===== src/rtl/hazard_ctrl.sv =====
// rtl/hazard_ctrl.sv - EX/MEM/WB hazard tracker: stall, flush, forwarding selects, stall counter
// Optional: define HAZARD_MEM_FWD_EN to forward load data straight from MEM (select 10).
module hazard_ctrl (
    input  logic        i_clk,
    input  logic        i_rst,
    input  logic        i_hold,
    input  logic        i_id_valid,
    input  logic [4:0]  i_id_rs,
    input  logic [4:0]  i_id_rt,
    input  logic        i_id_uses_rs,
    input  logic        i_id_uses_rt,
    input  logic        i_id_wr_en,
    input  logic [4:0]  i_id_wr_addr,
    input  logic        i_id_is_load,
    input  logic        i_pcsrc,
    input  logic        i_cnt_clr,
    output logic [1:0]  o_mux_ctrl1,
    output logic [1:0]  o_mux_ctrl2,
    output logic        o_stall,
    output logic        o_flush,
    output logic [15:0] o_stall_cnt
);

    localparam logic [15:0] CNT_MAX = 16'hFFFF;

    localparam logic [1:0] SEL_RF  = 2'b00;
    localparam logic [1:0] SEL_ALU = 2'b01;
    localparam logic [1:0] SEL_MEM = 2'b10;
    localparam logic [1:0] SEL_WB  = 2'b11;

    logic       ex_valid_q,  ex_valid_d;
    logic       ex_wr_en_q,  ex_wr_en_d;
    logic [4:0] ex_addr_q,   ex_addr_d;
    logic       ex_load_q,   ex_load_d;

    logic       mem_valid_q, mem_valid_d;
    logic       mem_wr_en_q, mem_wr_en_d;
    logic [4:0] mem_addr_q,  mem_addr_d;
    logic       mem_load_q,  mem_load_d;

    logic       wb_valid_q,  wb_valid_d;
    logic       wb_wr_en_q,  wb_wr_en_d;
    logic [4:0] wb_addr_q,   wb_addr_d;

    logic [15:0] stall_cnt_q, stall_cnt_d;

    logic ex_hit_rs,  ex_hit_rt;
    logic mem_hit_rs, mem_hit_rt;
    logic wb_hit_rs,  wb_hit_rt;
    logic mem_load_block;
    logic stall_raw;

    // r0 is hardwired zero, so it never creates a dependency.
    function automatic logic op_match(input logic       valid,
                                      input logic       wr_en,
                                      input logic [4:0] addr,
                                      input logic [4:0] src,
                                      input logic       uses);
        return valid & wr_en & (addr == src) & (src != 5'd0) & uses;
    endfunction

    function automatic logic [1:0] fwd_sel(input logic mem_hit,
                                           input logic mem_load,
                                           input logic wb_hit);
        logic [1:0] sel;
        sel = SEL_RF;
`ifdef HAZARD_MEM_FWD_EN
        if (mem_hit) begin
            sel = mem_load ? SEL_MEM : SEL_ALU;
        end else if (wb_hit) begin
            sel = SEL_WB;
        end
`else
        if (mem_hit && !mem_load) begin
            sel = SEL_ALU;
        end else if (wb_hit) begin
            sel = SEL_WB;
        end
`endif
        return sel;
    endfunction

    assign ex_hit_rs  = op_match(ex_valid_q,  ex_wr_en_q,  ex_addr_q,  i_id_rs, i_id_uses_rs);
    assign ex_hit_rt  = op_match(ex_valid_q,  ex_wr_en_q,  ex_addr_q,  i_id_rt, i_id_uses_rt);
    assign mem_hit_rs = op_match(mem_valid_q, mem_wr_en_q, mem_addr_q, i_id_rs, i_id_uses_rs);
    assign mem_hit_rt = op_match(mem_valid_q, mem_wr_en_q, mem_addr_q, i_id_rt, i_id_uses_rt);
    assign wb_hit_rs  = op_match(wb_valid_q,  wb_wr_en_q,  wb_addr_q,  i_id_rs, i_id_uses_rs);
    assign wb_hit_rt  = op_match(wb_valid_q,  wb_wr_en_q,  wb_addr_q,  i_id_rt, i_id_uses_rt);

`ifdef HAZARD_MEM_FWD_EN
    assign mem_load_block = 1'b0;
`else
    // Without a MEM data path the consumer waits until the load reaches WB.
    assign mem_load_block = mem_load_q & (mem_hit_rs | mem_hit_rt);
`endif

    assign stall_raw = i_id_valid & (ex_hit_rs | ex_hit_rt | mem_load_block);

    assign o_stall     = stall_raw & ~i_hold & ~i_rst;
    assign o_flush     = i_pcsrc & i_id_valid & ~o_stall & ~i_hold & ~i_rst;
    assign o_mux_ctrl1 = fwd_sel(mem_hit_rs, mem_load_q, wb_hit_rs);
    assign o_mux_ctrl2 = fwd_sel(mem_hit_rt, mem_load_q, wb_hit_rt);
    assign o_stall_cnt = stall_cnt_q;

    always_comb begin
        ex_valid_d  = ex_valid_q;
        ex_wr_en_d  = ex_wr_en_q;
        ex_addr_d   = ex_addr_q;
        ex_load_d   = ex_load_q;
        mem_valid_d = mem_valid_q;
        mem_wr_en_d = mem_wr_en_q;
        mem_addr_d  = mem_addr_q;
        mem_load_d  = mem_load_q;
        wb_valid_d  = wb_valid_q;
        wb_wr_en_d  = wb_wr_en_q;
        wb_addr_d   = wb_addr_q;
        stall_cnt_d = stall_cnt_q;

        if (!i_hold) begin
            wb_valid_d  = mem_valid_q;
            wb_wr_en_d  = mem_wr_en_q;
            wb_addr_d   = mem_addr_q;
            mem_valid_d = ex_valid_q;
            mem_wr_en_d = ex_wr_en_q;
            mem_addr_d  = ex_addr_q;
            mem_load_d  = ex_load_q;
            // A stalled decode slot enters EX as a bubble.
            ex_valid_d  = i_id_valid & ~o_stall;
            ex_wr_en_d  = i_id_wr_en;
            ex_addr_d   = i_id_wr_addr;
            ex_load_d   = i_id_is_load;

            if (i_cnt_clr) begin
                stall_cnt_d = 16'd0;
            end else if (o_stall && (stall_cnt_q != CNT_MAX)) begin
                stall_cnt_d = stall_cnt_q + 16'd1;
            end
        end
    end

    always_ff @(posedge i_clk or posedge i_rst) begin
        if (i_rst) begin
            ex_valid_q  <= 1'b0;
            ex_wr_en_q  <= 1'b0;
            ex_addr_q   <= 5'd0;
            ex_load_q   <= 1'b0;
            mem_valid_q <= 1'b0;
            mem_wr_en_q <= 1'b0;
            mem_addr_q  <= 5'd0;
            mem_load_q  <= 1'b0;
            wb_valid_q  <= 1'b0;
            wb_wr_en_q  <= 1'b0;
            wb_addr_q   <= 5'd0;
            stall_cnt_q <= 16'd0;
        end else begin
            ex_valid_q  <= ex_valid_d;
            ex_wr_en_q  <= ex_wr_en_d;
            ex_addr_q   <= ex_addr_d;
            ex_load_q   <= ex_load_d;
            mem_valid_q <= mem_valid_d;
            mem_wr_en_q <= mem_wr_en_d;
            mem_addr_q  <= mem_addr_d;
            mem_load_q  <= mem_load_d;
            wb_valid_q  <= wb_valid_d;
            wb_wr_en_q  <= wb_wr_en_d;
            wb_addr_q   <= wb_addr_d;
            stall_cnt_q <= stall_cnt_d;
        end
    end

endmodule


===== config.mk =====
export PLATFORM = sky130hd
export DESIGN_NAME = hazard_ctrl
export DESIGN_NICKNAME = d
export VERILOG_FILES = /design/src/rtl/hazard_ctrl.sv
export SDC_FILE = /design/constraint.sdc
export NUM_CORES = 1
export LEC_CHECK = 0
export BUFFER_PORTS_ARGS = -buffer_cell sky130_fd_sc_hd__buf_4
export CAP_MARGIN = 20
export CORE_ASPECT_RATIO = 1.5
export CORE_UTILIZATION = 40
export CTS_CLUSTER_DIAMETER = 200
export DETAILED_ROUTE_END_ITERATION = 12
export PLACE_DENSITY = 0.58
export SLEW_MARGIN = 20
export SYNTH_ARGS = -nofsm -noshare
export SYNTH_HDL_FRONTEND = slang
export SYNTH_SLANG_ARGS = --single-unit
export TNS_END_PERCENT = 50

===== constraint.sdc =====
create_clock -name i_clk -period 5.7 [get_ports i_clk]
set_input_delay 0.285 -clock i_clk [delete_from_list [all_inputs] [get_ports i_clk]]
set_output_delay 0.285 -clock i_clk [all_outputs]
set_load 0.03 [all_outputs]

==> Yosys cells after proc, flatten, opt, wreduce, memory -nomap -nowiden <==
Cells that the tools add are included.
{ "word_totals": {"regBits": 39, "latch_bits": 0, "mem_bits_rw": 0, "rom_bits": 0, "input_bits": 25, "mem_count": 0} }
{ "op_classes": {"n_addsub": 1, "n_mul": 0, "n_div": 0, "n_lt_le_gt_ge": 0, "eq_ne": 7, "n_shift": 0, "n_mux": 6, "bitwise": 36, "n_reduce_logical": 8} }
{ "ops": {"columns": ["operator", "n"], "rows": [
  ["16-bit two-way mux", 2],
  ["1-bit bitwise AND", 30],
  ["5-bit equality test", 6],
  ["16-bit by 1-bit adder with 16-bit output, second input constant", 1],
  ["16-bit inequality test, second input constant", 1],
  ["5-bit nonzero test", 2],
  ["2-bit two-way mux", 4],
  ["1-bit logical AND", 3],
  ["1-bit NOT", 3],
  ["1-bit OR", 3],
  ["2-bit AND reduction", 1],
  ["2-bit nonzero test", 1],
  ["1-bit logical NOT", 1]
]} }

==> Logic depth before layout (Yosys ltp) <==
{ "logic_depth": {"ltp_word": 14, "depth_mapped": 8, "mapped_depth_nobuf": 6} }

==> Worst setup path before layout <==
Ideal clock, no wire load.
{ "synth_path": {"kind": "input to output", "from": "input i_id_rt[2]", "to": "output o_flush", "arrival_ns": 2.118, "required_time_ns": 5.415, "slack_ns": 3.297, "path_stages": 5, "path_buffers": 0, "path_cell_list": "or4_1 -> o21ai_0 -> nor4_2 -> o211a_1 -> nor3_1"} }
{ "synth_via": {"elab_chain_len": 14, "elab_cells_between_ends": 20, "cone_classes": "2 x eq/ne; 17 x bitwise; 1 x reduce/logical"} }
{ "synth_rtl": {"columns": ["item", "line", "rtl"], "rows": [
  ["from (decl)", "9", "input logic [4:0] i_id_rt,"],
  ["5-bit equality test", "59", "return valid & wr_en & (addr == src) & (src != 5'd0) & uses;"],
  ["1-bit bitwise AND (3 in a row)", "59", null],
  ["1-bit OR", "94", "assign mem_load_block = mem_load_q & (mem_hit_rs | mem_hit_rt);"],
  ["1-bit bitwise AND", "94", null],
  ["1-bit OR (*)", "97", "assign stall_raw = i_id_valid & (ex_hit_rs | ex_hit_rt | mem_load_block);"],
  ["1-bit bitwise AND (*)", "97", null],
  ["1-bit bitwise AND (*) (2 in a row)", "99", "assign o_stall = stall_raw & ~i_hold & ~i_rst;"],
  ["1-bit NOT (*)", "100", "assign o_flush = i_pcsrc & i_id_valid & ~o_stall & ~i_hold & ~i_rst;"],
  ["1-bit bitwise AND (*) (3 in a row)", "100", null],
  ["to (decl)", "20", "output logic o_flush,"]
]} }
Every way passes the cells marked *; elsewhere a longest branch is shown, timed or not.

==> Final worst setup path <==
{ "layout_path": {"from": "register mem_addr_q[1]", "to": "output o_stall"} }
{ "layout_via": {"elab_chain_len": 10, "elab_cells_between_ends": 14, "cone_classes": "2 x eq/ne; 12 x bitwise"} }
{ "layout_rtl": {"columns": ["item", "line", "rtl"], "rows": [
  ["from (decl)", "38", "logic [4:0] mem_addr_q, mem_addr_d;"],
  ["from (signal assigned)", "162", "mem_addr_q <= mem_addr_d;"],
  ["5-bit equality test", "59", null],
  ["1-bit bitwise AND (3 in a row)", "59", null],
  ["1-bit OR (*)", "94", null],
  ["1-bit bitwise AND (*)", "94", null],
  ["1-bit OR (*)", "97", null],
  ["1-bit bitwise AND (*)", "97", null],
  ["1-bit bitwise AND (*) (2 in a row)", "99", null],
  ["to (decl)", "19", "output logic o_stall,"]
]} }
Marks and branches as above.

==> impl_metrics.env <==
export IMPL_synth_edf_count=0
export IMPL_routed_wl_mm=5.75
export IMPL_cts_tree="yes"
export IMPL_peakVddDrop_mv=0.112
export IMPL_endpoint_kind="output port"
export IMPL_hold_path_class="primary input to asynchronous set/reset pin"
export IMPL_postSynthCellCount=240
export IMPL_core_sq_um=5870
export IMPL_grtUsageTotal=0.197
export IMPL_layout_commonest_cell="buf_4"
export IMPL_rrSetupSlack_ps=3230
export IMPL_layout_common_cells="buf_4 (47), dfrtp_1 (39), mux2_2 (22), nand2_1 (22), xor2_1 (16)"
export IMPL_critical_path_max_stage_delay_ps=630
export IMPL_power_per_cell_area_nw_per_um2=213
export IMPL_timing_max_cap_violations=0
export IMPL_area_delta_synth_final_pct=19.0
export IMPL_synth_top_cell_by_area="dfrtp_1"
export IMPL_cts_resized=0
export IMPL_vias_per_cell=5.58
export IMPL_place_hpwl_mm=4.21
export IMPL_reg2reg_from="mem_addr_q[1]"
export IMPL_rsz0062_at_grt="false"
export IMPL_worst_pin_slew_ps=853
export IMPL_post_cts_buffers=0
export IMPL_ys_flop_type="dfrtp_1"
export IMPL_slew_violations=0
export IMPL_maxSlewHeadroom=0.431
export IMPL_dieArea_sq_um=6460
export IMPL_ys_ff_latch=39
export IMPL_outcome="complete, no violations"
export IMPL_ioPinCount=47
export IMPL_syn_avg_cell_area_sq_um=10.2
export IMPL_synth_top_cell_area_share=0.398
export IMPL_grt_pass1_vias=1965
export IMPL_critical_path_max_fanout=6
export IMPL_postCtsHoldBufs=0
export IMPL_drive_gt1_frac=0.320
export IMPL_final_hold_viol_count=0
export IMPL_num_fill_cells=584
export IMPL_criticalPathCategory="register to output port"
export IMPL_ys_warn_count=0
export IMPL_yosysUniqueCellTypes=48
export IMPL_r2r_end="o_stall_cnt[1]"
export IMPL_grt_max_degree=40
export IMPL_portBuffers=46
export IMPL_skew_ps=7.96
export IMPL_synth_area_leaders="dfrtp_1 (40%), mux2_2 (10%), xor2_1 (5.7%)"
export IMPL_start_util=0.418
export IMPL_synth_fp_nets=266
export IMPL_dp_cells=348
export IMPL_required_ps=5410
export IMPL_antenna_found_initial=0
export IMPL_n_antenna_cell=0
export IMPL_gpl_final_weighted_congestion=0.820
export IMPL_fin_cells=356
export IMPL_timing_final_crit_share=0.491
export IMPL_p_leak_nw=1.28
export IMPL_cts_buffers=5
export IMPL_dr_pass1_iters=4
export IMPL_start_kind="register"
export IMPL_crit_chain="xor2_1 > nor4_2 > o211ai_1 > a21boi_0 > o21a_1 > buf_4"
export IMPL_critPathTopFamily="compound AO/OA/AOI/OAI gates"
export IMPL_holdWs_ps=116
export IMPL_grt_overflow=0
export IMPL_syn_area_sq_um=2450
export IMPL_wl_per_cell_microns=16.1
export IMPL_die_y_microns=97.9
export IMPL_cts_buffer_depth=2
export IMPL_ys_seq_area_frac=0.398
export IMPL_place_ws_ps=3120
export IMPL_async_reset_ff_frac=1.00
export IMPL_h_tree_depth=2
export IMPL_cts_sinks=39
export IMPL_clk_pin_slew_ps=80
export IMPL_vias=1986
export IMPL_rows=34
export IMPL_critical_path_buf_inv_count=1
export IMPL_cts_root_buffer="clkbuf_8"
export IMPL_fmax_mhz=357
export IMPL_setup_slack_ps=2900
export IMPL_placed_cell_area_sq_um=2840
export IMPL_clock_latency_ps=290
export IMPL_fin_setup_tns_ps=0
export IMPL_setup_viol=0
export IMPL_reg2reg_depth=6
export IMPL_grt_pass1_wl_mm=9.84
export IMPL_drtAntennaViolNets=0
export IMPL_final_area_sq_um=2920
export IMPL_fp_dieW_microns=66.0
export IMPL_nets=309
export IMPL_drt_iter0_drc=96
export IMPL_drc=0
export IMPL_arrival_ps=2520
export IMPL_critPathSlowestCell="a21boi_0"
export IMPL_timing_final_crit_period_ps=2800
[cell type report]
cell class / count / area (sq um) / share of cell area
clock buffers: 7 / 76.3 / 0.0261
clock inverters: 1 / 5.00 / 0.00171
inverters: 3 / 11.3 / 0.00386
multi-input cells: 187 / 1410 / 0.482
flip-flops and latches: 39 / 976 / 0.334
well taps: 72 / 90.1 / 0.0308
repair buffers: 47 / 353 / 0.121
[report_power, final]
part,switching (mW),internal [mW]
Combinational,0.0519,0.0605
Sequential,0.0307,0.301
Clock,0.0928,0.0859
[metrics by stage]
step | power (mW) | util
after floorplan | 0.406 | -
after global placement | 0.450 | 0.484
after detailed placement | 0.451 | 0.484
after CTS | 0.633 | 0.497
after global routing | 0.662 | 0.497
final | 0.623 | 0.497
[worst max path at each step]
stage                             start              to  slack (ps)  cells after the start
after floorplan              i_id_rt[2]         o_flush        3300                      5
after global placement       i_id_rt[2]  o_stall_cnt[2]        3130                      7
after detailed placement     i_id_rt[2]  o_stall_cnt[2]        3120                      7
after CTS                 mem_addr_q[1]         o_stall        2890                      6
after global routing      mem_addr_q[1]         o_stall        2680                      6
final                     mem_addr_q[1]         o_stall        2900                      6
[worst register-to-register path: stages, from the launching register on]
cell      delay, ps
dfrtp_1         430
xor2_1          190
nor4_2          310
o211ai_1        260
a221o_2         640
and4b_1         270
a211o_1         260
[cells in the mapped netlist, types with 5 or more instances]
library cell / number
and3_1: 5
a21oi_1: 12
xnor2_1: 14
xor2_1: 16
nand2_1: 22
o21ai_2: 6
nor2_1: 9
a2111o_1: 7
nand3_1: 10
dfrtp_1: 39
mux2_2: 22
o21ai_0: 7
[state kept, by name (all words and copies together) (netlist names)]
name and cells:
wb_addr_q 5, wb_wr_en_q 1, mem_load_q 1, mem_wr_en_q 1
ex_addr_q 5, wb_valid_q 1, ex_valid_q 1, ex_load_q 1
o_stall_cnt 16, mem_valid_q 1, mem_addr_q 5, ex_wr_en_q 1
[routing by layer]
metal / GRT usage / share of wire / up-vias
li1: - / - / 968
met1: 0.241 / 0.41 / 950
met3: 0.0386 / 0.047 / 8
met2: 0.334 / 0.52 / 60
met5: 0 / 0 / -
met4: 0.0769 / 0.017 / 0
[logic make-up (layout without fill, tap and decap cells)]
| family | after synthesis | after routing | share of synthesized area |
|---|---|---|---|
| xor+xnor | 30 | 30 | 0.107 |
| buf+inv | 14 | 58 | 0.0285 |
| simple gates | 76 | 76 | 0.175 |
| fa+ha+maj | 1 | 1 | 0.00510 |
| mux | 26 | 26 | 0.117 |
| flops | 39 | 39 | 0.398 |
| compound gates | 54 | 54 | 0.170 |
Note: power is estimated with default switching activity, not from simulation.
